`src/rtl/multicycle_ctrl.sv`:
```
// Main control FSM for the multicycle MIPS datapath, with a memory-stall watchdog.
// Optional build macro ILLEGAL_TRAP_EN routes unlisted opcodes to a TRAP state.
module multicycle_ctrl #(
  parameter int TIMEOUT = 16,
  parameter int CNT_W   = 8
) (
  input  logic       clk,
  input  logic       rstN,
  input  logic [5:0] opcode,
  input  logic [5:0] funct,
  input  logic       memReady,
  output logic       pcWrite,
  output logic       pcWriteCond,
  output logic       iorD,
  output logic       memRead,
  output logic       memWrite,
  output logic       irWrite,
  output logic       regDst,
  output logic       memToReg,
  output logic       regWrite,
  output logic       aluSrcA,
  output logic [1:0] aluSrcB,
  output logic [1:0] pcSource,
  output logic [2:0] aluOp,
`ifdef ILLEGAL_TRAP_EN
  output logic       trapTaken,
`endif
  output logic       memErr,
  output logic       halted
);

  typedef enum logic [3:0] {
    IDLE   = 4'd0,
    FETCH  = 4'd1,
    DECODE = 4'd2,
    MEMADR = 4'd3,
    MEMRD  = 4'd4,
    MEMWB  = 4'd5,
    MEMWR  = 4'd6,
    EXEC   = 4'd7,
    ALUWB  = 4'd8,
    BRANCH = 4'd9,
    JUMP   = 4'd10,
    HALT   = 4'd11,
    TRAP   = 4'd12
  } stateT;

  localparam logic [5:0] OP_RTYPE    = 6'b000000;
  localparam logic [5:0] OP_SPECIAL2 = 6'b011100;
  localparam logic [5:0] OP_LW       = 6'b100011;
  localparam logic [5:0] OP_SW       = 6'b101011;
  localparam logic [5:0] OP_BEQ      = 6'b000100;
  localparam logic [5:0] OP_J        = 6'b000010;
  localparam logic [5:0] FN_CLO      = 6'b100001;
  localparam logic [5:0] FN_CLZ      = 6'b100000;

  localparam logic [CNT_W-1:0] WD_LAST = CNT_W'(TIMEOUT - 1);

  stateT            stateReg, stateNext;
  logic [CNT_W-1:0] wdCntReg, wdCntNext;
  logic             memErrReg, memErrNext;
  logic             waitState;

  always_ff @(posedge clk) begin
    if (!rstN) begin
      stateReg  <= IDLE;
      wdCntReg  <= '0;
      memErrReg <= 1'b0;
    end else begin
      stateReg  <= stateNext;
      wdCntReg  <= wdCntNext;
      memErrReg <= memErrNext;
    end
  end

  assign memErr    = memErrReg;
  assign waitState = (stateReg == FETCH) || (stateReg == MEMRD) || (stateReg == MEMWR);

  always_comb begin
    stateNext   = stateReg;
    wdCntNext   = '0;
    memErrNext  = memErrReg;
    pcWrite     = 1'b0;
    pcWriteCond = 1'b0;
    iorD        = 1'b0;
    memRead     = 1'b0;
    memWrite    = 1'b0;
    irWrite     = 1'b0;
    regDst      = 1'b0;
    memToReg    = 1'b0;
    regWrite    = 1'b0;
    aluSrcA     = 1'b0;
    aluSrcB     = 2'b00;
    pcSource    = 2'b00;
    aluOp       = 3'b000;
    halted      = 1'b0;
`ifdef ILLEGAL_TRAP_EN
    trapTaken   = 1'b0;
`endif

    case (stateReg)
      IDLE: stateNext = FETCH;

      FETCH: begin
        memRead = 1'b1;
        aluSrcB = 2'b01;
        aluOp   = 3'b101;
        irWrite = memReady;
        pcWrite = memReady;
        if (memReady) stateNext = DECODE;
      end

      DECODE: begin
        aluSrcB = 2'b11;
        aluOp   = 3'b101;
        case (opcode)
          OP_RTYPE, OP_SPECIAL2: stateNext = EXEC;
          OP_LW, OP_SW:          stateNext = MEMADR;
          OP_BEQ:                stateNext = BRANCH;
          OP_J:                  stateNext = JUMP;
`ifdef ILLEGAL_TRAP_EN
          default:               stateNext = TRAP;
`else
          default:               stateNext = FETCH;
`endif
        endcase
      end

      MEMADR: begin
        aluSrcA   = 1'b1;
        aluSrcB   = 2'b10;
        aluOp     = (opcode == OP_SW) ? 3'b110 : 3'b101;
        stateNext = (opcode == OP_SW) ? MEMWR : MEMRD;
      end

      MEMRD: begin
        memRead = 1'b1;
        iorD    = 1'b1;
        if (memReady) stateNext = MEMWB;
      end

      MEMWB: begin
        regWrite  = 1'b1;
        memToReg  = 1'b1;
        stateNext = FETCH;
      end

      MEMWR: begin
        memWrite = 1'b1;
        iorD     = 1'b1;
        if (memReady) stateNext = FETCH;
      end

      EXEC: begin
        aluSrcA = 1'b1;
        // SPECIAL2 count-leading ops get their own ALU codes; everything else defers to funct
        if (opcode == OP_SPECIAL2 && funct == FN_CLO)      aluOp = 3'b001;
        else if (opcode == OP_SPECIAL2 && funct == FN_CLZ) aluOp = 3'b010;
        else                                               aluOp = 3'b000;
        stateNext = ALUWB;
      end

      ALUWB: begin
        regWrite  = 1'b1;
        regDst    = 1'b1;
        stateNext = FETCH;
      end

      BRANCH: begin
        aluSrcA     = 1'b1;
        aluOp       = 3'b111;
        pcWriteCond = 1'b1;
        pcSource    = 2'b01;
        stateNext   = FETCH;
      end

      JUMP: begin
        pcWrite   = 1'b1;
        pcSource  = 2'b10;
        stateNext = FETCH;
      end

      HALT: halted = 1'b1;

`ifdef ILLEGAL_TRAP_EN
      TRAP: begin
        pcWrite   = 1'b1;
        pcSource  = 2'b11;
        trapTaken = 1'b1;
        stateNext = FETCH;
      end
`endif

      default: stateNext = IDLE;
    endcase

    // Watchdog: a completed access always wins over the timeout on the same cycle
    if (waitState && !memReady) begin
      if (wdCntReg == WD_LAST) begin
        stateNext  = HALT;
        memErrNext = 1'b1;
      end else begin
        wdCntNext = wdCntReg + CNT_W'(1);
      end
    end
  end

endmodule

```
`config.mk`:
```
export PLATFORM = sky130hd
export DESIGN_NAME = multicycle_ctrl
export DESIGN_NICKNAME = d
export VERILOG_FILES = /design/src/rtl/multicycle_ctrl.sv
export SDC_FILE = /design/constraint.sdc
export NUM_CORES = 1
export LEC_CHECK = 0
export BUFFER_PORTS_ARGS = -buffer_cell sky130_fd_sc_hd__buf_2
export CAP_MARGIN = 20
export CORE_MARGIN = 3
export CORE_UTILIZATION = 44
export DETAILED_ROUTE_END_ITERATION = 16
export MAX_ROUTING_LAYER = met4
export PLACE_DENSITY_LB_ADDON = 0.12
export SLEW_MARGIN = 20
export SYNTH_ARGS = -nofsm -noshare
export SYNTH_HDL_FRONTEND = slang
export SYNTH_SLANG_ARGS = --single-unit
```
`constraint.sdc`:
```
create_clock -name clk -period 1.4 [get_ports clk]
set_clock_uncertainty 0.1 [all_clocks]
set_input_delay 0.07 -clock clk [delete_from_list [all_inputs] [get_ports clk]]
set_output_delay 0.07 -clock clk [all_outputs]
set_load 0.01 [all_outputs]
```
== After elaboration in Yosys (flattened, before gate mapping) ==
Cells that the tools add are included.
Word-level totals
  input bits: 15
  flip-flop bits (word level): 13
  logic and storage cells: 68
  output and inout bits: 19
Operators by class
  mux-type cells: 25
  reductions and logical operators: 18
  eq/ne operators: 19
  bitwise logic cells: 2
  add/sub/neg operators: 1
Operator list (count)
  case mux 4 bit (8 select lines): 1
  equality test 6 bit (second input constant): 4
  two-way mux 4 bit: 5
  equality test 4 x 3 -> 1 bit (second input constant): 4
  equality test 4 bit (second input constant): 4
  case mux 4 bit (4 select lines): 1
  case mux 3 bit (4 select lines): 1
  OR reduction 2 bit: 6
  two-way mux 1 bit: 10
  adder 8 x 1 -> 8 bit (second input constant): 1
  equality test 4 x 2 -> 1 bit (second input constant): 2
  equality test 8 x 4 -> 1 bit (second input constant): 1
  two-way mux 2 bit: 4
  equality test 6 x 2 -> 1 bit (second input constant): 1
  equality test 6 x 3 -> 1 bit (second input constant): 1
  equality test 6 x 5 -> 1 bit (second input constant): 1
  logical NOT 6 bit: 1
  case mux 2 bit (3 select lines): 1
  OR reduction 3 bit: 2
  OR reduction 5 bit: 1
  equality test 4 x 1 -> 1 bit (second input constant): 1
  logical NOT 4 bit: 1
  case mux 2 bit (2 select lines): 1
  logical AND 1 bit: 3
  5 further kinds: 7

== Longest topological paths before layout ==
  depth in word-level cells: 6
  gate-level depth with buffers: 5
  mapped depth without buffers: 5

== Worst setup path after synthesis ==
No wires, ideal clock.
  path kind: reg-to-reg
  start: reg wdCntReg[4]
  end: reg wdCntReg[3]
  arrival: 1237 ps
  required time: 1182 ps
  period minus slack after synthesis: 1455 ps
  buffers on the path: 0
  setup time: 118 ps
  setup slack: -55 ps
  stages on the path, launching flop included: 5
  path through: dfxtp_1 -> or4_1 -> nor2_1 -> nand3b_2 -> nor2_1
Between the ends
  cells in the longest elaborated chain, start to end: 2
RTL lines
  start, declared: line 60  | logic [CNT_W-1:0] wdCntReg, wdCntNext;
  start signal, assigned: line 71  | wdCntReg <= wdCntNext;
  equality test 8 x 4 -> 1 bit: line 199  | if (wdCntReg == WD_LAST) begin
  OR reduction 3 bit (no line)
No other way between the ends.
A chain may end at the register's enable or synchronous reset.

== Worst setup path in the final report ==
  start: reg stateReg[2]
  end: out aluOp[0]
Between the ends
  cells in the longest elaborated chain, start to end: 3
  elaborated cells between the ends (all ways): 7
  those cells by class: 5 x eq/ne; 1 x mux; 1 x reduce/logical
RTL lines
  start, declared: line 59  | stateT stateReg, stateNext;
  start signal, assigned: line 70  | stateReg <= stateNext;
  equality test 4 x 1 -> 1 bit or equality test 4 x 2 -> 1 bit (tied branches): line 101  | case (stateReg)
  OR reduction 2 bit (no line)
  case mux 3 bit (4 select lines) *: line 101
  end, declared: line 24  | output logic [2:0] aluOp,
Every way passes the cells marked *; elsewhere a longest branch is shown, timed or not.

==> results.py <==
metrics = {
    "run_status": {
        "run_status": "finished, violations left",
        "violations": "setup timing",
    },
    "power": {
        "internal_power_w": 0.000633,
        "switching_share_pct": 32.0,
        "seq_power_share_pct": 41.1,
        "p_clk_share_pct": 25.3,
        "pwr-share-comb_pct": 33.6,
        "leakagePower_nw": 0.812,
        "netSwitchingPower_w": 0.000298,
        "irDropWorstVdd_uv": 448,
        "powerDensity_mw_per_mm2": 497,
    },
    "global_route": {
        "grt_pass1_vias": 1361,
        "grt_max_degree": 9,
        "grt_pass1_wl_um": 6310,
        "overflow": 0,
        "antenna_found_initial": 0,
        "track_usage_pct": 32.3,
    },
    "cts": {
        "clk_pin_slew_ns": 0.08,
        "cts-root-buf": "clkbuf_4",
        "clkLatencyLatePin_ns": 0.28,
        "clkSinkCount": 13,
        "cts_htree_levels": 1,
        "cts_max_path_buffers": 2,
        "tritoncts": "done",
        "cts_buffers": 3,
    },
    "drt": {
        "wl_um": 5220,
        "vias_per_cell": 6.46,
        "final_antenna_net_count": 0,
        "firstDrtPassIters": 4,
        "wl_per_cell_um": 23.3,
        "via_count": 1448,
        "drt_iter0_drc": 64,
        "detail_route.drc_violations": 0,
    },
    "timing": {
        "clock.fmax_ghz": 0.618,
        "period_share_pct": 116,
        "period_needed_ns": 1.62,
        "final.setup.worst_slack_ns": -0.219,
        "hold_violations": 0,
        "setup_viol": 25,
        "whs_ns": 0.142,
        "max_slew_margin_pct": 65.3,
        "rsz0062_at_grt": "yes",
        "final_max_slew_viol_count": 0,
        "tightest_slew_ns": 0.518,
    },
    "synth": {
        "yosysTopAreaCell": "dfxtp_1",
        "yosysSeqAreaShare_pct": 27.7,
        "async_flop_share_pct": 0,
        "synth.cells.most_frequent": "nor2_1, dfxtp_1, nand3_1",
        "synth_most_common_cell": "nor2_1",
        "synth-main-ff-cell": "dfxtp_1",
        "synth_cells": 122,
        "synth-seq-cells": 13,
        "synth_edf_count": 0,
        "synth_cell_types": 41,
        "synth_top_area_share_pct": 27.7,
        "synth.area.top_cells": "dfxtp_1, nor2_1, xor2_1",
        "avgSynthCellArea_um2": 7.71,
        "synth_area_um2": 941,
        "yosysWarnings": 0,
        "synth_nets": 138,
    },
    "setup_path": {
        "end_kind": "output port",
        "path_class": "flip-flop to output port",
        "cp.arrival_ns": 1.45,
        "crit_path_start_kind": "flip-flop",
        "required_ns": 1.23,
        "crit_path_max_fanout": 8,
    },
    "final_layout": {
        "antenna_cells": 0,
        "drive_above_1_share_pct": 68.5,
        "fin_cells": 224,
        "fillers": 68,
        "nets": 214,
        "area_growth_syn_to_layout_pct": 99.2,
    },
    "place": {
        "place_congestion": 0.826,
        "post-dp-hpwl_um": 2090,
        "dp_cells": 203,
        "portBuffers": 33,
    },
    "die": {
        "core_area_mm2": 0.00200,
        "die_h_um": 52.2,
        "ios": 34,
        "num_rows": 16,
        "initial_core_util_pct": 47.0,
        "die_area_mm2": 0.00273,
        "chipWidth_um": 52.2,
    },
    "run": {
        "maxCapViolCount": 0,
    },
    "worst_hold_path": {
        "hp-class": "input pin to flip-flop",
    },
}
==> kinds of logic (layout without fill, tap and decap cells) <==
kind of cell | count (synthesis) | in the layout | share of synthesized area (%)
XOR/XNOR | 7 | 7 | 6.52
AND/OR/NAND/NOR | 69 | 69 | 40.6
buffers and inverters | 9 | 84 | 4.26
AO/OA/AOI/OAI | 23 | 23 | 19.7
flip-flops | 13 | 13 | 27.7
adder cells (fa/ha/maj) | 1 | 1 | 1.33
==> path summary, 6_finish.rpt <==
kind | from | endpoint | slack, ns | cells past startpoint
max | stateReg[2] | aluOp[0] | -0.22 | 5
min | opcode[5] | stateReg[2] | 0.14 | 4
min reg2reg | wdCntReg[0] | wdCntReg[0] | 0.36 | 1
max reg2reg | stateReg[1] | stateReg[0] | -0.19 | 6
==> flip-flops by register name (all words and copies together), names as in the netlist <==
register and cells:
wdCntReg 8, stateReg 4, memErr 1
==> power by group through the flow <==
stage               logic (W)  registers [W]  clock network (W)
floorplan           0.0000862       0.000388                  0
global placement     0.000174       0.000394                  0
detailed placement   0.000177       0.000394                  0
CTS                  0.000249       0.000383           0.000243
global route         0.000321       0.000383           0.000257
finish               0.000313       0.000383           0.000236
==> per-layer routing <==
layer  wire length [µm]  vias up  global-route usage, %
met5                  0        -                      -
met4                417        0                   18.3
met3                460       52                   6.27
met2               2430      134                   56.5
met1               1910      669                   33.7
li1                   -      593                      -
==> through the flow <==
stage                     worst slack [ns]  utilization, %  setup TNS, ns  area [µm²]  total power [W]
after floorplan                    -0.0106               -        -0.0528         953         0.000475
after global placement              -0.141            66.3         -0.584        1330         0.000568
after detailed placement            -0.105            66.3          -1.03        1330         0.000572
after CTS                          -0.0899            84.4         -0.929        1690         0.000875
after global routing                -0.296            93.6          -3.52        1870         0.000961
final                               -0.219            93.6          -2.62        1870         0.000931
==> final cells by class <==
type                    count  area [µm²]  area share (%)
flip-flops and latches     13         279            14.9
multi-input cells         100         908            48.5
well taps                  27        33.8            1.80
repair buffers             77         613            32.7
inverters                   3        13.8           0.734
clock buffers               4        26.3            1.40
==> critical path, stage by stage, from the launching register on <==
cell       delay (ns)
dfxtp_4          0.45
nand2b_4         0.09
nor2_2           0.09
nand3_1          0.14
o2bb2ai_2        0.20
buf_2            0.19
==> cell usage in the layout (no fill, tap or decap), drive strengths merged, types with 5 or more instances in the layout <==
master	instances
buf	76
nor2	20
dfxtp	13
nand3	9
nand2b	6
xor2	6
a21oi	5
o21ai	5
nand2	5
nor3	5
==> timing repair <==
item | 4_1_cts | 5_1_grt
endpoints found under the setup margin | 30 | 29
hold buffers | 1 | 0
setup buffers | 15 | 4
hold endpoints to repair | 3 | 0
gates resized for setup | 61 | 37
pin swaps | 14 | 18
(Power assumes the default switching activity.)
